==> src/rtl/siren_tone_generator_if.sv <==
// rtl/siren_tone_generator_if.sv - siren request/drive signal bundle
//
// Purpose : groups the siren request from the anti-theft FSM and the siren
//           drive/status outputs into one interface.
// Signals : siren_en     - siren request (FSM -> generator)
//           siren_out    - square-wave drive to siren (generator -> pad)
//           siren_active - generator is not idle
//           tone_hi      - high tone currently selected
//           mute         - output gate, present only with SIREN_MUTE_EN
// Modports: master - the requesting side (drives siren_en/mute)
//           slave  - the tone generator
interface siren_tone_generator_if;
    logic siren_en;
    logic siren_out;
    logic siren_active;
    logic tone_hi;
`ifdef SIREN_MUTE_EN
    logic mute;
`endif

    modport master (
        output siren_en,
`ifdef SIREN_MUTE_EN
        output mute,
`endif
        input  siren_out,
        input  siren_active,
        input  tone_hi
    );

    modport slave (
        input  siren_en,
`ifdef SIREN_MUTE_EN
        input  mute,
`endif
        output siren_out,
        output siren_active,
        output tone_hi
    );
endinterface

==> src/rtl/siren_tone_generator.sv <==
// rtl/siren_tone_generator.sv - two-tone warble siren driver with glitch-free shutdown
//
// Purpose : turns the registered siren request into a square wave that
//           alternates between a high and a low pitch every SWAP cycles.
//           When the request drops during a high level, that level is
//           allowed to finish (DRAIN) so the output never ends in a runt pulse.
// Ports   : clk  - system clock (25 MHz)
//           rst  - asynchronous active-low reset
//           bus  - siren_tone_generator_if.slave
//                  (siren_en in; siren_out, siren_active, tone_hi out;
//                   mute in when SIREN_MUTE_EN is defined)
// Options : SIREN_MUTE_EN - adds the mute input that gates siren_out while
//           the tone engine keeps running.
module siren_tone_generator #(
    parameter int HI_HALF = 12500,
    parameter int LO_HALF = 20833,
    parameter int SWAP    = 12500000
) (
    input  logic                     clk,
    input  logic                     rst,
    siren_tone_generator_if.slave    bus
);

    localparam int HALF_MAX = (HI_HALF > LO_HALF) ? HI_HALF : LO_HALF;
    localparam int HW       = $clog2(HALF_MAX);
    localparam int SW       = $clog2(SWAP);

    typedef enum logic [1:0] {
        IDLE  = 2'd0,
        HI    = 2'd1,
        LO    = 2'd2,
        DRAIN = 2'd3
    } state_t;

    state_t          state_q, state_d;
    logic [HW-1:0]   half_cnt_q, half_cnt_d;
    logic [SW-1:0]   swap_cnt_q, swap_cnt_d;
    logic            swap_pending_q, swap_pending_d;
    logic            level_q, level_d;           // internal, ungated square wave
    logic            siren_out_q, siren_out_d;
    logic            siren_active_q, siren_active_d;
    logic            tone_hi_q, tone_hi_d;

    logic [HW-1:0]   half_last;
    logic            half_term;
    logic [SW-1:0]   swap_next;

    // tone_hi_q tracks the running tone in HI, LO and DRAIN alike, so it
    // selects the half-period length everywhere the counter runs.
    assign half_last = tone_hi_q ? HW'(HI_HALF - 1) : HW'(LO_HALF - 1);
    assign half_term = (half_cnt_q == half_last);
    assign swap_next = (swap_cnt_q == SW'(SWAP - 1)) ? '0 : swap_cnt_q + SW'(1);

    always_comb begin
        state_d        = state_q;
        half_cnt_d     = half_cnt_q;
        swap_cnt_d     = swap_cnt_q;
        swap_pending_d = swap_pending_q;
        level_d        = level_q;
        tone_hi_d      = tone_hi_q;

        case (state_q)
            IDLE: begin
                if (bus.siren_en) begin
                    state_d        = HI;
                    level_d        = 1'b1;
                    half_cnt_d     = '0;
                    swap_cnt_d     = '0;
                    swap_pending_d = 1'b0;
                    tone_hi_d      = 1'b1;
                end
            end

            HI, LO, DRAIN: begin
                // A request drop ends at once when low, and a high level that
                // is timing out on this very edge ends too; otherwise the
                // high level runs to completion through DRAIN.
                if (!bus.siren_en && (!level_q || half_term)) begin
                    state_d        = IDLE;
                    level_d        = 1'b0;
                    half_cnt_d     = '0;
                    swap_cnt_d     = '0;
                    swap_pending_d = 1'b0;
                    tone_hi_d      = 1'b0;
                end else begin
                    swap_cnt_d = swap_next;

                    if (half_term) begin
                        level_d    = ~level_q;
                        half_cnt_d = '0;
                        // Swaps are only honoured while actively toning; a
                        // pending swap is held across DRAIN.
                        if (swap_pending_q && (state_q != DRAIN)) begin
                            tone_hi_d      = ~tone_hi_q;
                            state_d        = tone_hi_q ? LO : HI;
                            swap_pending_d = 1'b0;
                        end
                    end else begin
                        half_cnt_d = half_cnt_q + HW'(1);
                    end

                    // Pending is raised on the edge the swap counter reaches
                    // its last value, so a coincident half terminal still
                    // toggles at the old length.
                    if (swap_next == SW'(SWAP - 1)) begin
                        swap_pending_d = 1'b1;
                    end

                    if (!bus.siren_en) begin
                        state_d = DRAIN;
                    end else if (state_q == DRAIN) begin
                        state_d = tone_hi_q ? HI : LO;
                    end
                end
            end

            default: begin
                state_d        = IDLE;
                level_d        = 1'b0;
                half_cnt_d     = '0;
                swap_cnt_d     = '0;
                swap_pending_d = 1'b0;
                tone_hi_d      = 1'b0;
            end
        endcase

        siren_active_d = (state_d != IDLE);
`ifdef SIREN_MUTE_EN
        siren_out_d    = level_d & ~bus.mute;
`else
        siren_out_d    = level_d;
`endif
    end

    always_ff @(posedge clk or negedge rst) begin
        if (!rst) begin
            state_q        <= IDLE;
            half_cnt_q     <= '0;
            swap_cnt_q     <= '0;
            swap_pending_q <= 1'b0;
            level_q        <= 1'b0;
            siren_out_q    <= 1'b0;
            siren_active_q <= 1'b0;
            tone_hi_q      <= 1'b0;
        end else begin
            state_q        <= state_d;
            half_cnt_q     <= half_cnt_d;
            swap_cnt_q     <= swap_cnt_d;
            swap_pending_q <= swap_pending_d;
            level_q        <= level_d;
            siren_out_q    <= siren_out_d;
            siren_active_q <= siren_active_d;
            tone_hi_q      <= tone_hi_d;
        end
    end

    assign bus.siren_out    = siren_out_q;
    assign bus.siren_active = siren_active_q;
    assign bus.tone_hi      = tone_hi_q;

endmodule

==> src/flat_wrapper.sv <==
// flat-port wrapper written by rule: the top's interface ports become plain ports
module siren_tone_generator_flat 
#(
    parameter int HI_HALF = 12500,
    parameter int LO_HALF = 20833,
    parameter int SWAP    = 12500000
)
  (clk, rst, bus_siren_en, bus_siren_out, bus_siren_active, bus_tone_hi);
  siren_tone_generator_if bus_i ();
  input  logic clk;
  input  logic rst;
  input wire logic [$bits(bus_i.siren_en)-1:0] bus_siren_en;
  output wire logic [$bits(bus_i.siren_out)-1:0] bus_siren_out;
  output wire logic [$bits(bus_i.siren_active)-1:0] bus_siren_active;
  output wire logic [$bits(bus_i.tone_hi)-1:0] bus_tone_hi;
  assign bus_i.siren_en = bus_siren_en;
  assign bus_siren_out = bus_i.siren_out;
  assign bus_siren_active = bus_i.siren_active;
  assign bus_tone_hi = bus_i.tone_hi;
  siren_tone_generator #(.HI_HALF(HI_HALF), .LO_HALF(LO_HALF), .SWAP(SWAP)) u_core (.clk(clk), .rst(rst), .bus(bus_i));
endmodule
==> config.mk <==
export PLATFORM = sky130hd
export DESIGN_NAME = siren_tone_generator_flat
export DESIGN_NICKNAME = d
export VERILOG_FILES = /design/src/rtl/siren_tone_generator_if.sv /design/src/rtl/siren_tone_generator.sv /design/src/flat_wrapper.sv
export SDC_FILE = /design/constraint.sdc
export NUM_CORES = 1
export LEC_CHECK = 0
export ABC_AREA = 1
export CAP_MARGIN = 10
export CORE_UTILIZATION = 56
export CTS_CLUSTER_SIZE = 30
export DETAILED_ROUTE_END_ITERATION = 10
export HOLD_SLACK_MARGIN = 0.12
export PLACE_DENSITY = 0.83
export SLEW_MARGIN = 40
export SYNTH_ARGS = -nofsm -noshare
export SYNTH_HDL_FRONTEND = slang
export SYNTH_SLANG_ARGS = --single-unit
==> constraint.sdc <==
create_clock -name clk -period 1.8 [get_ports clk]
set_input_delay 0.45 -clock clk [delete_from_list [all_inputs] [get_ports clk]]
set_output_delay 0.45 -clock clk [all_outputs]
set_load 0.005 [all_outputs]
==> After elaboration in Yosys (flattened, before gate mapping) <==
Index checks and enable logic that the tools add are counted.
{ "classes": {"addsub": 2, "n_eq_ne": 12, "n_mux": 32, "bitwise_logic": 2, "reduce_logical": 11} }
{ "ops": {"columns": ["operator", "n"], "rows": [
  ["$mux 24", 3],
  ["$mux 15", 4],
  ["$eq 24x24->1 const B", 2],
  ["$pmux 24 s2", 1],
  ["$pmux 15 s2", 1],
  ["$add 24x1->24 const B", 1],
  ["$mux 2", 8],
  ["$add 15x1->15 const B", 1],
  ["$eq 15x15->1", 1],
  ["$mux 1", 11],
  ["$ne 4x1->1 const B", 2],
  ["$ne 3x1->1 const B", 2],
  ["$pmux 1 s2", 3],
  ["$reduce_and 3->1", 2],
  ["$eq 2x2->1 const B", 2],
  ["$ne 2x2->1 const B", 2],
  ["$pmux 2 s2", 1],
  ["$reduce_or 3->1", 1],
  ["$eq 2x1->1 const B", 1],
  ["$logic_and 1x1->1", 2],
  ["$logic_not 1->1", 2],
  ["$logic_not 2->1", 1],
  ["$not 1->1", 2],
  ["$reduce_and 2->1", 1],
  ["other kinds (2)", 2]
]} }
{ "word_totals": {"regBits": 45, "out_inout_bits": 3, "word_cells": 66} }

==> Logic depth before layout (Yosys ltp) <==
{ "depth": {"ltp_word": 9, "depth_mapped": 14} }

==> Worst setup path after synthesis <==
OpenSTA, ideal clock, no wires.
{ "synth_timing": {"path_type": "register to register", "from": "register u_core.swap_cnt_q[1]", "to": "register u_core.swap_pending_q", "setup_ps": 117, "t_arrival_ps": 1615, "slack_ps": 68, "path_stages_with_launch": 15, "synth_period_minus_slack_ps": 1732, "cell_sequence": "dfrtp_1 > ha_1 > nand2_1 > nor2_4 > nand2_1 > nor2_1 > nand2_1 > nand2_1 > nand3_1 > nor2_1 > nand2_1 > nor2_2 > nand3_1 > nand2_1 > nand2_1"} }
{ "synth_via": {"elab_chain_len": 6, "elab_cells_between_ends": 10} }
{ "synth_rtl": {"columns": ["item", "line", "rtl"], "rows": [
  ["start, declared", "siren_tone_generator.sv:37", "logic [SW-1:0] swap_cnt_q, swap_cnt_d;"],
  ["start signal, assigned", "siren_tone_generator.sv:148", "swap_cnt_q <= swap_cnt_d;"],
  ["$add 24x1->24 or $eq 24x24->1 (tied branches)", "siren_tone_generator.sv:52", "assign swap_next = (swap_cnt_q == SW'(SWAP - 1)) ? '0 : swap_cnt_q + SW'(1);"],
  ["$mux 24 (*)", "siren_tone_generator.sv:52", null],
  ["$eq 24x24->1 (*)", "siren_tone_generator.sv:105", "if (swap_next == SW'(SWAP - 1)) begin"],
  ["$mux 1", "siren_tone_generator.sv:105", null],
  ["$mux 1", "siren_tone_generator.sv:78", "if (!bus.siren_en && (!level_q || half_term)) begin"],
  ["$pmux 1 s2", "siren_tone_generator.sv:62", "case (state_q)"],
  ["end signal, assigned", "siren_tone_generator.sv:149", "swap_pending_q <= swap_pending_d;"],
  ["end, declared", "siren_tone_generator.sv:38", "logic swap_pending_q, swap_pending_d;"]
]} }
Every way passes the cells marked *; elsewhere a longest branch is shown, timed or not.
A chain may end at the register's enable or synchronous reset.

==> Worst setup path after layout <==
Ends and elaborated chain as after synthesis.

==> results.md <==
- Synth cell types: 32
- Final setup viols: 1
- Crit. End Element: register
- Number of flops mapped to enable cells by yosys: 0
- Peak Freq: 504 MHz
- Total Routing Usage GR: 0.315
- Worst min-delay path class: reg2reg
- Fin nets: 517
- Chip Height: 74.8 µm
- Wire length on met2: 4470 µm
- # port buffers: 5
- Mapped Avg Cell Area: 6.86 µm²
- Seq pwr share: 0.348
- Initial Utilization: 0.582
- DR vias/cell: 5.69
- CP bufs+invs: 2
- P per Cell Area: 893 nW/µm²
- Crit Path Max Fanout: 4
- XOR/XNOR Fraction of Synth Area: 0.0236
- Final Worst Setup Slack: -184 ps
- Largest family of logic cells by synthesized area: simple AND/OR/NAND/NOR gates
- Hold Startpoint: u_core.level_q$_DFFE_PN0P_
- Mux cell area share after synthesis: 0
- Final Critical Period: 1980 ps
- Fraction of registers with async set/reset: 1.00
- Final slew viol count: 0
- Psw: 1.36 mW
- Post-Synthesis Cells: 433
- Unrepaired setup endpoints after global routing: true
- P_leak: 1.78 nW
- Worst path most repeated cell: nand2_1
- Sw Ratio: 0.381
- Startpoint Class: register
- Clk Latency, worst-skew pair: 310 ps
- Fin crit share: 1.10
- Post-DRT Antenna Nets: 0
- CTS sink count: 45
- Int Pwr: 2.21 mW
- Yosys warns: 0
- Diodes inserted: 0
- Outcome: complete, but fails checks
- Clk slew on worst S/H paths: 90 ps
- GRT overflow: 0
- Hold_ws: 578 ps
- Yosys top cell by area: dfrtp_1
- Num CTS Buffers: 5
- H-tree depth: 2
- Fin Clk Skew: 5.35 ps
- Synth Cell Area: 2970 µm²
- Slowest CP cell: dfrtp_1
- Max-cap viol count: 0
- Final hold viol count: 0
- Clk buf depth: 2
- Synth top area share: 0.379
- Logic pwr share: 0.438
- 1st-iter DRT viols: 271
- Core Util, Final: 0.784
- Top-count cell post-synth: nand2_1
- Wire length per cell: 15.6 µm
- Dominant synthesized flop cell: dfrtp_1
- Area contributors post-synth: dfrtp_1 (38%), nand2_1 (13%), nand3_1 (8.1%), inv_1 (7.3%), nor2_1 (7.3%)
- Final GP Congestion: 0.938
- Via Count: 3312
- Met3 wire len: 680 µm
- Failing checks: negative setup slack
- Max VDD drop: 0.912 mV
- Complex-gate fraction of the synthesized area: 0.0926
- Vias in the first global route: 2958
- Setup TNS: -184 ps
- Share of cells above drive strength 1: 0.301
- Initial antenna violation count: 0
- First-pass DRT Iterations: 5
- # IOs: 6
- Register area share after synthesis: 0.379
- CP delay by family, top: simple AND/OR/NAND/NOR gates
- Syn_nets: 438
- Critical path class: reg2reg
- Clock power share: 0.214
- Global-route wire length before repair: 13200 µm
- Worst relative slew slack: 0.712
- Area grow syn2layout: 34.7%
- Crit path DAT: 2190 ps
- Source of the critical timing path: u_core.swap_cnt_q[1]$_DFFE_PN0P_
- Post-synth top cells: nand2_1 (105), inv_1 (58), nor2_1 (58)
- Simple-gate portion of the synthesized area: 0.406
- Worst-Margin Slew: 433 ps
- DRC: 0
- Die ar.: 5600 µm²
- Dpl hpwl: 5940 µm
- Top Layer Used: met4
- Required time of the critical path: 2000 ps
- Largest net degree at the start of global routing: 20
- Fillcell total: 340
- Root Buffer: clkbuf_8
- Post-Synth Adder-Cell Area: 0.00842
- # rows: 26
- CP max stage delay: 410 ps
- Die width: 74.8 µm
- Final wirelength: 9060 µm
- Crit Reg-Reg Startpoint: u_core.swap_cnt_q[1]$_DFFE_PN0P_
- Crit-path cells: ha_4 -> nand2_4 -> nor2_4 -> buf_6 -> nand3_1 -> nand2_1 -> nand2_1 -> inv_2 -> nand3_2 -> nor2_1 -> nand2_1 -> nor2_2 -> nand3_1 -> nand2_1 -> nand2_1
- CTS tree: built
- Met1 WL: 3610 µm
- Seq cells post-synth: 45
- Core Area: 5110 µm²
-- tightest hold or removal path, delay by kind of cell (launching register included) --
family	cells	cell delay [ps]
flops	1	410
compound gates	1	90
buf+inv	1	50
-- stage by stage --
stage               instances  worst slack (ps)  power, mW  cell area, µm²
detailed placement        558              -421       2.35            3490
global route              582              -297       3.75            4000
floorplan                 433              68.2       1.86            2970
finish                    582              -184       3.57            4000
global placement          558              -323       2.32            3490
CTS                       570              -104       3.15            3680
-- path summary, 6_finish.rpt --
path,endpoint,slack (ps),cells past startpoint
max,u_core.swap_pending_q$_DFFE_PN0P_,-180,15
min,u_core.level_q$_DFFE_PN0P_,580,2
max reg2reg,u_core.swap_pending_q$_DFFE_PN0P_,-180,15
min reg2reg,u_core.level_q$_DFFE_PN0P_,580,2
max in group asynchronous,u_core.swap_cnt_q[12]$_DFFE_PN0P_,570,3
min in group asynchronous,u_core.swap_cnt_q[4]$_DFFE_PN0P_,610,2
-- power groups by stage --
| stage | clock (mW) | combinational, mW | sequential, mW |
|---|---|---|---|
| detailed placement | 0 | 1.11 | 1.24 |
| finish | 0.763 | 1.57 | 1.25 |
| global placement | 0 | 1.09 | 1.23 |
| floorplan | 0 | 0.631 | 1.23 |
| global route | 0.802 | 1.69 | 1.26 |
| CTS | 0.763 | 1.16 | 1.23 |
-- repair_timing --
item | 4_1_cts | 5_1_grt
hold buffers | 1 | 0
hold endpoints to repair | 17 | 0
setup endpoints to repair | 12 | 42
pin swaps | 9 | 26
gates resized for setup | 15 | 66
cloned | 0 | 1
setup buffers | 4 | 11
-- state kept, by name, indices dropped and copies added, names as in the netlist --
register,count
u_core.bus.siren_active,1
u_core.bus.tone_hi,1
u_core.half_cnt_q,15
u_core.level_q,1
u_core.state_q,2
u_core.swap_cnt_q,24
u_core.swap_pending_q,1
-- cell usage in the layout, fill, tap and decap left out, types with 7 or more instances in the layout --
cell     instances
buf_4           65
nor2_2          10
o22ai_1         15
nand4_1         20
inv_2            7
nand2_1         91
nand3_2         14
o21ai_1          7
o21ai_0         15
nand2_2         14
nor2_1          49
dfrtp_1         40
inv_1           52
nand3_1         35
nor2_4          10
a21oi_1          9
-- routing by layer --
metal,vias up,GRT usage
met4,0,0.117
met2,168,0.524
met1,1536,0.408
met3,32,0.0602
met5,-,0
li1,1576,-
-- cell families after synthesis --
kind of cell    Yosys count
fa+ha+maj                 2
simple gates            260
compound gates           50
flops                    45
buf+inv                  68
xor+xnor                  8
-- cell type report --
type	count	area, µm²	share of cell area
Multi-Input combinational cell	320	1790	0.448
Clock inverter	2	35.0	0.00875
Timing Repair Buffer	79	654	0.163
Inverter	61	234	0.0584
Tap cell	70	87.6	0.0219
Clock buffer	5	68.8	0.0172
Sequential cell	45	1130	0.283
(Power assumes the default switching activity.)
